[src/rtl/fft_sdf_ctrl.sv]
// Control sequencer for a radix-2 SDF FFT: stage strobes/ctrl, zero-flush and output framing.
// Optional completed-frame counter enabled by defining FFT_SDF_CTRL_FRAME_CNT_EN.
module fft_sdf_ctrl #(
  parameter int LOG2N            = 4,
  parameter bit FLUSH_EN_DEFAULT = 1'b1
) (
  input  logic             clk,
  input  logic             rst,
  input  logic             in_valid,
  input  logic             in_sop,
  output logic             in_ready,
  input  logic             flush_en,
  output logic [LOG2N-1:0] bf_valid,
  output logic [LOG2N-1:0] bf_ctrl,
  output logic             zero_inj,
  output logic             out_valid,
  output logic             out_sop,
  output logic             out_eop,
  output logic [LOG2N-1:0] out_idx,
  output logic             busy,
  output logic [15:0]      frame_cnt
);

  localparam int N = 1 << LOG2N;
  localparam logic [LOG2N-1:0] CNT_MAX = LOG2N'(N - 1);
  localparam logic [LOG2N-1:0] FL_LAST = LOG2N'(N - 2);
  localparam logic [LOG2N-1:0] ONE     = LOG2N'(1);

  typedef enum logic [1:0] {IDLE, RUN, FLUSH} state_t;

  state_t           state_q;
  logic             flush_en_q;
  logic [LOG2N-1:0] flush_cnt_q;
  logic [LOG2N-1:0] fill_q;
  logic [LOG2N-1:0] out_idx_q;
  logic [LOG2N-1:0] ctrl_q;
  logic [LOG2N-1:0] qpipe_q;
  logic [LOG2N-2:0] vpipe_q;
  logic [LOG2N-2:0] spipe_q;
  logic [LOG2N-1:0] cnt_q   [LOG2N];
  logic [LOG2N-1:0] cnt_eff [LOG2N];

  logic             sop_acc, data_acc, boundary, flushing, adv;
  logic             restart, flush_done, qual;
  logic [LOG2N-1:0] ssop;

  // Frame boundary in RUN: the previous frame has just completed (cnt_0 wrapped).
  assign boundary   = (state_q == RUN) && (cnt_q[0] == '0);
  assign flushing   = (state_q == FLUSH) || (boundary && flush_en_q);
  assign sop_acc    = in_valid && in_sop;
  assign in_ready   = !flushing || sop_acc;
  assign data_acc   = in_valid && !in_sop && (state_q == RUN) && !boundary;
  assign zero_inj   = flushing && !sop_acc;
  assign adv        = sop_acc || data_acc || zero_inj;
  assign restart    = sop_acc && ((state_q == IDLE) || ((state_q == RUN) && !boundary));
  assign flush_done = zero_inj && (flush_cnt_q == FL_LAST);
  assign qual       = (fill_q == CNT_MAX) && !restart;

  assign bf_valid = {vpipe_q, adv};
  assign ssop     = {spipe_q, sop_acc};

  always_comb begin
    for (int s = 0; s < LOG2N; s++) begin
      cnt_eff[s] = ssop[s] ? '0 : cnt_q[s];
      bf_ctrl[s] = bf_valid[s] ? cnt_eff[s][LOG2N-1-s] : ctrl_q[s];
    end
  end

  assign out_valid = qpipe_q[LOG2N-1];
  assign out_idx   = out_idx_q;
  assign out_sop   = out_valid && (out_idx_q == '0);
  assign out_eop   = out_valid && (out_idx_q == CNT_MAX);
  assign busy      = (state_q != IDLE);

  always_ff @(posedge clk) begin
    if (rst) begin
      state_q     <= IDLE;
      flush_cnt_q <= '0;
    end else begin
      case (state_q)
        IDLE:    if (sop_acc) state_q <= RUN;
        RUN:     if (flush_done) state_q <= IDLE;
                 else if (zero_inj) state_q <= FLUSH;
        FLUSH:   if (sop_acc) state_q <= RUN;
                 else if (flush_done) state_q <= IDLE;
        default: state_q <= IDLE;
      endcase
      if (sop_acc || flush_done) flush_cnt_q <= '0;
      else if (zero_inj)         flush_cnt_q <= flush_cnt_q + ONE;
    end
  end

  always_ff @(posedge clk) begin
    if (rst) begin
      flush_en_q <= FLUSH_EN_DEFAULT;
      vpipe_q    <= '0;
      spipe_q    <= '0;
      qpipe_q    <= '0;
      ctrl_q     <= '0;
      fill_q     <= '0;
      out_idx_q  <= '0;
      for (int s = 0; s < LOG2N; s++) cnt_q[s] <= '0;
    end else begin
      flush_en_q <= flush_en;
      vpipe_q    <= bf_valid[LOG2N-2:0];
      spipe_q    <= ssop[LOG2N-2:0];
      // Output qualification rides alongside the stage valids to the last stage.
      qpipe_q    <= {qpipe_q[LOG2N-2:0], adv && qual};
      ctrl_q     <= bf_ctrl;
      for (int s = 0; s < LOG2N; s++)
        if (bf_valid[s]) cnt_q[s] <= cnt_eff[s] + ONE;
      if (flush_done)                   fill_q <= '0;
      else if (restart)                 fill_q <= ONE;
      else if (adv && fill_q != CNT_MAX) fill_q <= fill_q + ONE;
      if (out_valid) out_idx_q <= out_idx_q + ONE;
    end
  end

`ifdef FFT_SDF_CTRL_FRAME_CNT_EN
  logic [15:0] frame_cnt_q;
  always_ff @(posedge clk) begin
    if (rst)          frame_cnt_q <= '0;
    else if (out_eop) frame_cnt_q <= frame_cnt_q + 16'd1;
  end
  assign frame_cnt = frame_cnt_q;
`else
  assign frame_cnt = '0;
`endif

endmodule

[config.mk]
export PLATFORM = sky130hd
export DESIGN_NAME = fft_sdf_ctrl
export DESIGN_NICKNAME = d
export VERILOG_FILES = /design/src/rtl/fft_sdf_ctrl.sv
export SDC_FILE = /design/constraint.sdc
export NUM_CORES = 1
export LEC_CHECK = 0
export CAP_MARGIN = 20
export CORE_ASPECT_RATIO = 1.2
export CORE_UTILIZATION = 45
export CTS_BUF_LIST = sky130_fd_sc_hd__clkbuf_8
export CTS_CLUSTER_DIAMETER = 60
export DETAILED_ROUTE_END_ITERATION = 16
export PLACE_DENSITY = 0.72
export SLEW_MARGIN = 20
export SYNTH_ARGS = -nofsm -noshare
export SYNTH_HDL_FRONTEND = slang
export SYNTH_SLANG_ARGS = --single-unit
[constraint.sdc]
create_clock -name clk -period 2.3 [get_ports clk]
set_input_delay 0.46 -clock clk [delete_from_list [all_inputs] [get_ports clk]]
set_output_delay 0.46 -clock clk [all_outputs]
set_load 0.1 [all_outputs]
; ---- Word-level counts from Yosys, hierarchy flattened
; Memories as Yosys holds them, arrays and structs flattened.
; Cells that the tools add are included.
[word_totals]
ram_bits = 16
latch_bits = 0
output_inout_bits = 34
mem_count = 1
romBits = 0
reg_bits = 29
[mem_list]
columns = name, depth, width, read_ports, rd_clocked_by_memory_dff, write_ports, line
row1 = cnt_q, 4, 4, 4, 0, 4, 40  ; logic [LOG2N-1:0] cnt_q [LOG2N];
[op_classes]
bitwise = 4
order_cmp = 0
mul = 0
add_sub_neg = 7
n_reduce_logical = 35
shift = 0
n_eq_ne = 9
div = 0
mux = 34
[ops]
columns = operator, count
row1 = $mux 4, 8
row2 = $add 4x1->4 const B, 7
row3 = $mux 1, 20
row4 = $logic_and 1x1->1, 15
row5 = $eq 4x4->1 const B, 3
row6 = $mux 2, 5
row7 = $logic_not 4->1, 2
row8 = $logic_or 1x1->1, 6
row9 = $ne 3x3->1 const B, 2
row10 = $pmux 2 s3, 1
row11 = $logic_not 1->1, 5
row12 = $ne 4x4->1 const B, 1
row13 = $or 1x1->1, 4
row14 = $reduce_bool 2->1, 2
row15 = $reduce_or 2->1, 2
row16 = $reduce_and 3->1, 1
row17 = $reduce_or 3->1, 1
row18 = $eq 2x1->1 const B, 1
row19 = $eq 2x2->1 const B, 1
row20 = $logic_not 2->1, 1
row21 = $ne 2x2->1 const B, 1

; ---- Depth between registers and ports, before layout
; Gate-level depths: netlist (run 1).
; An unclocked memory read counts as a cell.
[depth]
depth_word = 11
ltp_mapped = 6
depth_no_buf = 6

; ---- Least setup slack after synthesis (run 1)
; Ideal clock, no wire load.
[synth_path]
path_type = reg-to-output
start = reg qpipe_q[3]
end = out out_sop
n_path_buf = 0
path_slack_ns = -2.126
required_ns = 1.840
stages_incl_launch_ff = 2
arrival_ns = 3.966
path_cell_list = dfxtp_1 -> nor4bb_1
[synth_between]
elab_chain_cells = 1
[synth_rtl]
columns = element, line
row1 = "start, declared", 37  ; logic [LOG2N-1:0] qpipe_q;
row2 = "start signal, assigned", 108  ; qpipe_q <= {qpipe_q[LOG2N-2:0], adv && qual};
row3 = $logic_and 1x1->1, 71  ; assign out_sop = out_valid && (out_idx_q == '0);
row4 = "end, declared", 17  ; output logic out_sop,
; Every way passes these cells.

==> results of run 1 <==
-- placed cells by master, fill, tap and decap left out, types with 5 or more instances in the layout --
| master | netlist | routed |
|---|---|---|
| nand2_1 | 7 | 5 |
| nor3_1 | 10 | 10 |
| ha_1 | 7 | 7 |
| nor2_1 | 12 | 11 |
| buf_4 | 18 | 30 |
| dfxtp_1 | 29 | 24 |
| buf_12 | 0 | 7 |
| edfxtp_1 | 10 | 10 |
| a21oi_1 | 5 | 5 |
| nor2b_1 | 13 | 13 |
| nand3_1 | 9 | 7 |
| or2_2 | 6 | 6 |
| xor2_1 | 6 | 6 |
| inv_1 | 9 | 9 |
| clkbuf_8 | 1 | 6 |
| conb_1 | 1 | 16 |
-- worst max-delay path, cell delays in order (launching register included) --
cell and delay, ns:
edfxtp_1 0.43, or4_4 0.59, nand3_2 0.08, and4_4 0.25, inv_4 0.05, nand3_4 0.07, nand2_4 0.06, buf_12 0.16
-- sequential cells by signal (all words and copies together) (netlist names) --
name / count
cnt_q: 10
ctrl_q: 4
fill_q: 4
flush_cnt_q: 4
out_idx: 4
qpipe_q: 4
spipe_q: 3
vpipe_q: 3
state_q: 2
flush_en_q: 1
-- repair_timing --
| action | in CTS | in global routing |
|---|---|---|
| setup endpoints to repair | 4 | 4 |
| gates resized for setup | 7 | 3 |
| setup buffers | 9 | 5 |
| pin swaps | 7 | 1 |
-- final cells by class --
| type | instances | area share, % |
|---|---|---|
| well taps | 54 | 2.77 |
| repair buffers | 42 | 17.1 |
| clock buffers | 6 | 3.39 |
| flip-flops and latches | 39 | 36.5 |
| inverters | 10 | 1.85 |
| clock inverters | 2 | 0.360 |
| multi-input cells | 130 | 38.0 |
-- layer usage --
metal  GRT usage, %  up-vias  part of all wire (%)
li1               -      681                     -
met1           16.9      654                    41
met2           28.4       38                    54
met3           5.32        7                   4.0
met4           6.31        0                   1.4
met5              0        -                     0
-- report_power, final --
part	leakage [nW]	total, mW	switching (mW)	internal (mW)
clock	0.0524	0.471	0.233	0.237
combinational	0.639	0.427	0.300	0.126
sequential	0.344	0.757	0.0247	0.732
total	1.04	1.65	0.558	1.10
-- logic make-up after synthesis --
family	synth area share, %
buffers and inverters	10.7
xor gates and xnor gates	4.64
and+or+nand+nor	24.1
AOI/OAI and AO/OA	7.23
adders and majority gates	4.64
DFF	46.7
muxes	1.73
other	0.199
-- per-stage QoR --
step | util [%] | cell area, um2 | hold WS [ns] | worst slack (ns)
global route | 61.3 | 2440 | 0.467 | -0.199
CTS | 59.9 | 2380 | 0.436 | -0.0921
finish | 61.3 | 2440 | 0.442 | -0.149
global placement | 55.3 | 2200 | 0.418 | 0.105
floorplan | - | 1980 | 0.412 | 0.0197
detailed placement | 55.3 | 2200 | 0.427 | 0.0679
-- how the worst max path moves through the flow --
stage | cells after the start | end | slack (ns) | startpoint
after detailed placement | 7 | bf_ctrl[0] | 0.07 | cnt_q[0][1]$_SDFFCE_PN0P_
final | 7 | bf_ctrl[0] | -0.15 | cnt_q[0][1]$_SDFFCE_PN0P_
after global routing | 7 | bf_ctrl[0] | -0.20 | cnt_q[0][1]$_SDFFCE_PN0P_
after CTS | 7 | bf_ctrl[0] | -0.09 | cnt_q[0][0]$_SDFFCE_PN0P_
after floorplan | 4 | zero_inj | 0.02 | cnt_q[0][1]$_SDFFCE_PN0P_
after global placement | 7 | bf_ctrl[0] | 0.10 | cnt_q[0][1]$_SDFFCE_PN0P_
==> metrics.log, run 1 <==
INFO  metric holdBufCountCts = 0
INFO  metric worst_hold_path_type = reg2reg
INFO  metric synth_sequential_area_ratio = 46.7%
INFO  metric fin_worst_skew = around 0.0044 ns
INFO  metric violations_in_the_final_reports = negative setup slack
INFO  metric grt_max_degree = 23
INFO  metric mappedNetlistArea = 1890 um2
INFO  metric fin_cells = 283
INFO  metric slew_viol_final = 0
INFO  metric reg2reg_from = cnt_q[0][1]$_SDFFCE_PN0P_
INFO  metric min_delay_path_depth = 1
INFO  metric min_period_over_period = 106%
INFO  metric r2r_cells = 7
INFO  metric gpl.final_weighted_congestion = between 0.7 and 0.8
INFO  metric regArea = 890 um2
INFO  metric chipHeight = 72.9 um
INFO  metric start_kind = flip-flop
INFO  metric yosys.area.top_type_share = between 30% and 40%
INFO  metric timing.critical_path.fanout_max = 3
INFO  metric ys_top_cells_by_area = dfxtp_1 (31%), edfxtp_1 (16%), buf_4 (7.2%)
INFO  metric grt_pass1_vias = 1205
INFO  metric critical_path.reg2reg.endpoint = cnt_q[0][1]$_SDFFCE_PN0P_
INFO  metric number_of_enable_flip_flop_cells_after_synthesis = 10
INFO  metric yosysMostFrequentCell = dfxtp_1
INFO  metric hold_path_startpoint = qpipe_q[0]$_SDFF_PP0_
INFO  metric drive_above_1_share = around 34%
INFO  metric asyncSetResetFlopFracSynth = 0%
INFO  metric placementRows = 25
INFO  metric nNetsFinal = 240
INFO  metric clockBufferDepth = 2
INFO  metric multi_input_gate_area_in_the_final_layout = 926 um2
INFO  metric antenna_violations_before_repair = 0
INFO  metric cts_buffers = 5
INFO  metric num-fill-cells = between 300 and 400
INFO  metric cp_data_required_time = between 1.5 and 2 ns
INFO  metric final_total_pwr = 1.65 mW
INFO  metric postSynthAreaPerCell = 10.1 um2
INFO  metric timing.setup.tns = -0.417 ns
INFO  metric drtAntennaViolNets = 0
INFO  metric max_clock_freq = 408 MHz
INFO  metric area_delta_synth_final = 29.2%
INFO  metric timing.final.hold_violations = 0
INFO  metric cts_htree_levels = 2
INFO  metric wl_per_cell = 12.2 um
INFO  metric crit_end_category = primary output
INFO  metric grt_first_pass_wirelength = 5190 um
INFO  metric placeableCoreArea = 3970 um2
INFO  metric initial_utilization = 47.5%
INFO  metric p_leak = 1.04 nW
INFO  metric drt_first_iter_violations = 53
INFO  metric clkTransAtPathRegs = 0.07 ns
INFO  metric num_io_pins = 39
INFO  metric die_x = 61.1 um
INFO  metric synth_top_cells_by_count = dfxtp_1 (29), buf_4 (18), nor2b_1 (13)
INFO  metric layout_min_cycle_time = between 2 and 2.5 ns
INFO  metric run_status = finished with violations
INFO  metric min_delay_worst_endpoint = qpipe_q[1]$_SDFF_PP0_
INFO  metric drt_first_pass_iters = 4
INFO  metric cts_tree = yes
INFO  metric port_buffers = 22
INFO  metric dpl.cell_count = around 260
INFO  metric postSynthCellCount = between 150 and 200
INFO  metric design.die.area = roughly 4500 um2
INFO  metric yosysWarningCount = 0
INFO  metric clock_insertion_delay_worst_skew = 0.29 ns
INFO  metric cts.sinks = 39
INFO  metric gr_util_all_layers = 16.0%
INFO  metric setup_viol = 4
INFO  metric grt.overflow.total = 0
INFO  metric synth.distinct_cells = 44
INFO  metric yosys.area.top_type = dfxtp_1
INFO  metric ys_seq_elements = 39
INFO  metric max-cap-violations = 0
INFO  metric drt_drc_violations_left = 0
INFO  metric timing.reg2reg.setup_slack = 0.19 ns
INFO  metric n_antenna_cell = 0
INFO  metric route.vias.total = 1380
INFO  metric cts.root.buffer_cell = clkbuf_8
INFO  metric ir_drop = 289 uV
INFO  metric crit_type = reg2out
INFO  metric powerDensity = just under 700 nW/um2
INFO  metric unrepaired_setup_endpoints_after_global_routing = yes
INFO  metric via_per_inst = just under 5
INFO  metric finalWorstSetupSlack = -0.149 ns
INFO  metric place.detailed.hpwl = between 2000 and 2500 um
INFO  metric timing.critical_path.arrival = 1.99 ns
INFO  metric routed_wirelength = around 3500 um
INFO  metric synth_flop_type = dfxtp_1
(Power assumes the default switching activity.)
==> inputs of run 2 (changes only) <==
SKIP_CTS_REPAIR_TIMING = 1   (was default)
==> run 2 against run 1 <==
The flow still finishes with violations (negative setup slack). Die area stayed put. Sequential power hardly changed. Non-clock buffer count is 2 lower. Largest cell class unchanged.
==> metrics.log, run 2 (same netlist as run 1, synthesis figures left out) <==
INFO  metric run_status = finished with violations
INFO  metric die_x = between 60 and 70 um
INFO  metric via_per_inst = 4.73
INFO  metric drt_first_pass_iters = 4
INFO  metric most_used_cells_in_the_layout_excluding_fill_and_tap_cells = buf_4 (28), dfxtp_1 (24), conb_1 (16)
INFO  metric dpl.cell_count = ~260
INFO  metric grt_first_pass_wirelength = about 5000 um
INFO  metric min_delay_path_depth = 1
INFO  metric grt.overflow.total = 0
INFO  metric cts_tree = yes
INFO  metric cp_data_required_time = 1.84 ns
INFO  metric slew_viol_final = 0
INFO  metric worst_hold_path_type = reg2reg
INFO  metric chipHeight = 72.9 um
INFO  metric num_io_pins = 39
INFO  metric p_leak = between 1 and 1.5 nW
INFO  metric fin_cells = 281
INFO  metric cts_htree_levels = 2
INFO  metric placementRows = 25
INFO  metric route.vias.total = 1330
INFO  metric n_antenna_cell = 0
INFO  metric ir_drop = around 300 uV
INFO  metric area_delta_synth_final = 28.1%
INFO  metric timing.critical_path.fanout_max = 4
INFO  metric gpl.final_weighted_congestion = roughly 0.76
INFO  metric start_kind = flip-flop
INFO  metric registers.top_by_ff_count = cnt_q
INFO  metric largest_register_ff_count = 10
INFO  metric chain_of_cells_forming_the_critical_path = buf_4, nor4_2, nand3_1, and4_4, inv_4, nand3_4, nand2_4, buf_12
INFO  metric fin_worst_skew = ~0.0031 ns
INFO  metric clkTransAtPathRegs = roughly 0.070 ns
INFO  metric max_clock_freq = 413 MHz
INFO  metric initial_utilization = 47.5%
INFO  metric max_stage_delay = between 0.4 and 0.5 ns
INFO  metric num-fill-cells = approximately 350
INFO  metric timing.setup.tns = -0.415 ns
INFO  metric powerDensity = 680 nW/um2
INFO  metric wl_per_cell = 11.3 um
INFO  metric grt_max_degree = 23
INFO  metric antenna_violations_before_repair = 0
INFO  metric design.die.area = 4450 um2
INFO  metric gr_util_all_layers = about 15%
INFO  metric setup_viol = 4
INFO  metric nNetsFinal = 238
INFO  metric port_buffers = 22
INFO  metric timing.final.hold_violations = 0
INFO  metric timing.critical_path.arrival = around 2.0 ns
INFO  metric critPathSlowestCell = edfxtp_1
INFO  metric layout_min_cycle_time = 2.42 ns
INFO  metric cts_buffers = 5
INFO  metric drt_drc_violations_left = 0
INFO  metric violations_in_the_final_reports = negative setup slack
INFO  metric max-cap-violations = 0
INFO  metric place.detailed.hpwl = 2250 um
INFO  metric drtAntennaViolNets = 0
INFO  metric finalWorstSetupSlack = -0.119 ns
INFO  metric r2r_cells = 7
INFO  metric mostFrequentLayoutCell = buf_4
INFO  metric unrepaired_setup_endpoints_after_global_routing = yes
INFO  metric clockBufferDepth = 2
INFO  metric cts.sinks = 39
INFO  metric drt_first_iter_violations = 34
INFO  metric cts.root.buffer_cell = clkbuf_8
INFO  metric drive_above_1_share = 33.5%
INFO  metric grt_pass1_vias = 1098
INFO  metric crit_end_category = primary output
INFO  metric placeableCoreArea = 3970 um2
INFO  metric clock_insertion_delay_worst_skew = 0.29 ns
INFO  metric routed_wirelength = 3190 um
INFO  metric min_period_over_period = 105%
INFO  metric crit_type = reg2out
-- run 2: cell count changes in the layout (fill, tap and decap cells not counted), sizes merged --
| cell | change |
|---|---|
| buf | -2 |
| clkinv | -1 |
| inv | +1 |
-- run 2: where the power goes --
group / internal [mW] / total (mW) / leakage, nW / switching (mW)
clock: 0.237 / 0.471 / 0.0524 / 0.234
sequential: 0.732 / 0.755 / 0.344 / 0.0233
combinational: 0.121 / 0.415 / 0.631 / 0.294
-- run 2: final cells by class --
type	instances	area, um2	area share [%]
clock buffer	6	82.6	3.42
clock inverter	2	8.76	0.363
inverter	10	47.5	1.97
multi-input combinational	130	917	38.0
sequential	39	890	36.8
tap	54	67.6	2.80
timing repair buffer	40	402	16.6
-- run 2: metal layers --
metal | GRT usage, % | part of all wire (%) | up-vias
li1 | - | - | 676
met1 | 16.7 | 42 | 614
met2 | 25.8 | 52 | 31
met3 | 4.79 | 4.0 | 9
met4 | 5.30 | 2.0 | 0
met5 | 0 | 0 | -
-- run 2: worst max-delay path: cells and delay by family, from the launching register on --
| family | cells | cell delay [ns] |
|---|---|---|
| buffers and inverters | 3 | 0.39 |
| DFF | 1 | 0.44 |
| and+or+nand+nor | 5 | 0.84 |
-- run 2: worst paths after layout --
kind	start	end	slack [ns]
worst min-delay path	qpipe_q[0]$_SDFF_PP0_	qpipe_q[1]$_SDFF_PP0_	0.44
worst max register to register	cnt_q[0][2]$_SDFFCE_PN0P_	cnt_q[0][1]$_SDFFCE_PN0P_	0.24
worst min register to register	qpipe_q[0]$_SDFF_PP0_	qpipe_q[1]$_SDFF_PP0_	0.44
worst max-delay path	cnt_q[0][0]$_SDFFCE_PN0P_	bf_ctrl[0]	-0.12
-- run 2: stage by stage --
step                power, mW  worst slack [ns]  hold slack (ns)  utilization (%)  area (um2)
CTS                      1.62            -0.248            0.436             57.6        2290
floorplan                1.09            0.0197            0.412                -        1980
finish                   1.64            -0.119            0.441             60.8        2410
global route             1.71            -0.186            0.466             60.8        2410
detailed placement       1.15            0.0679            0.427             55.3        2200
global placement         1.14             0.105            0.418             55.3        2200
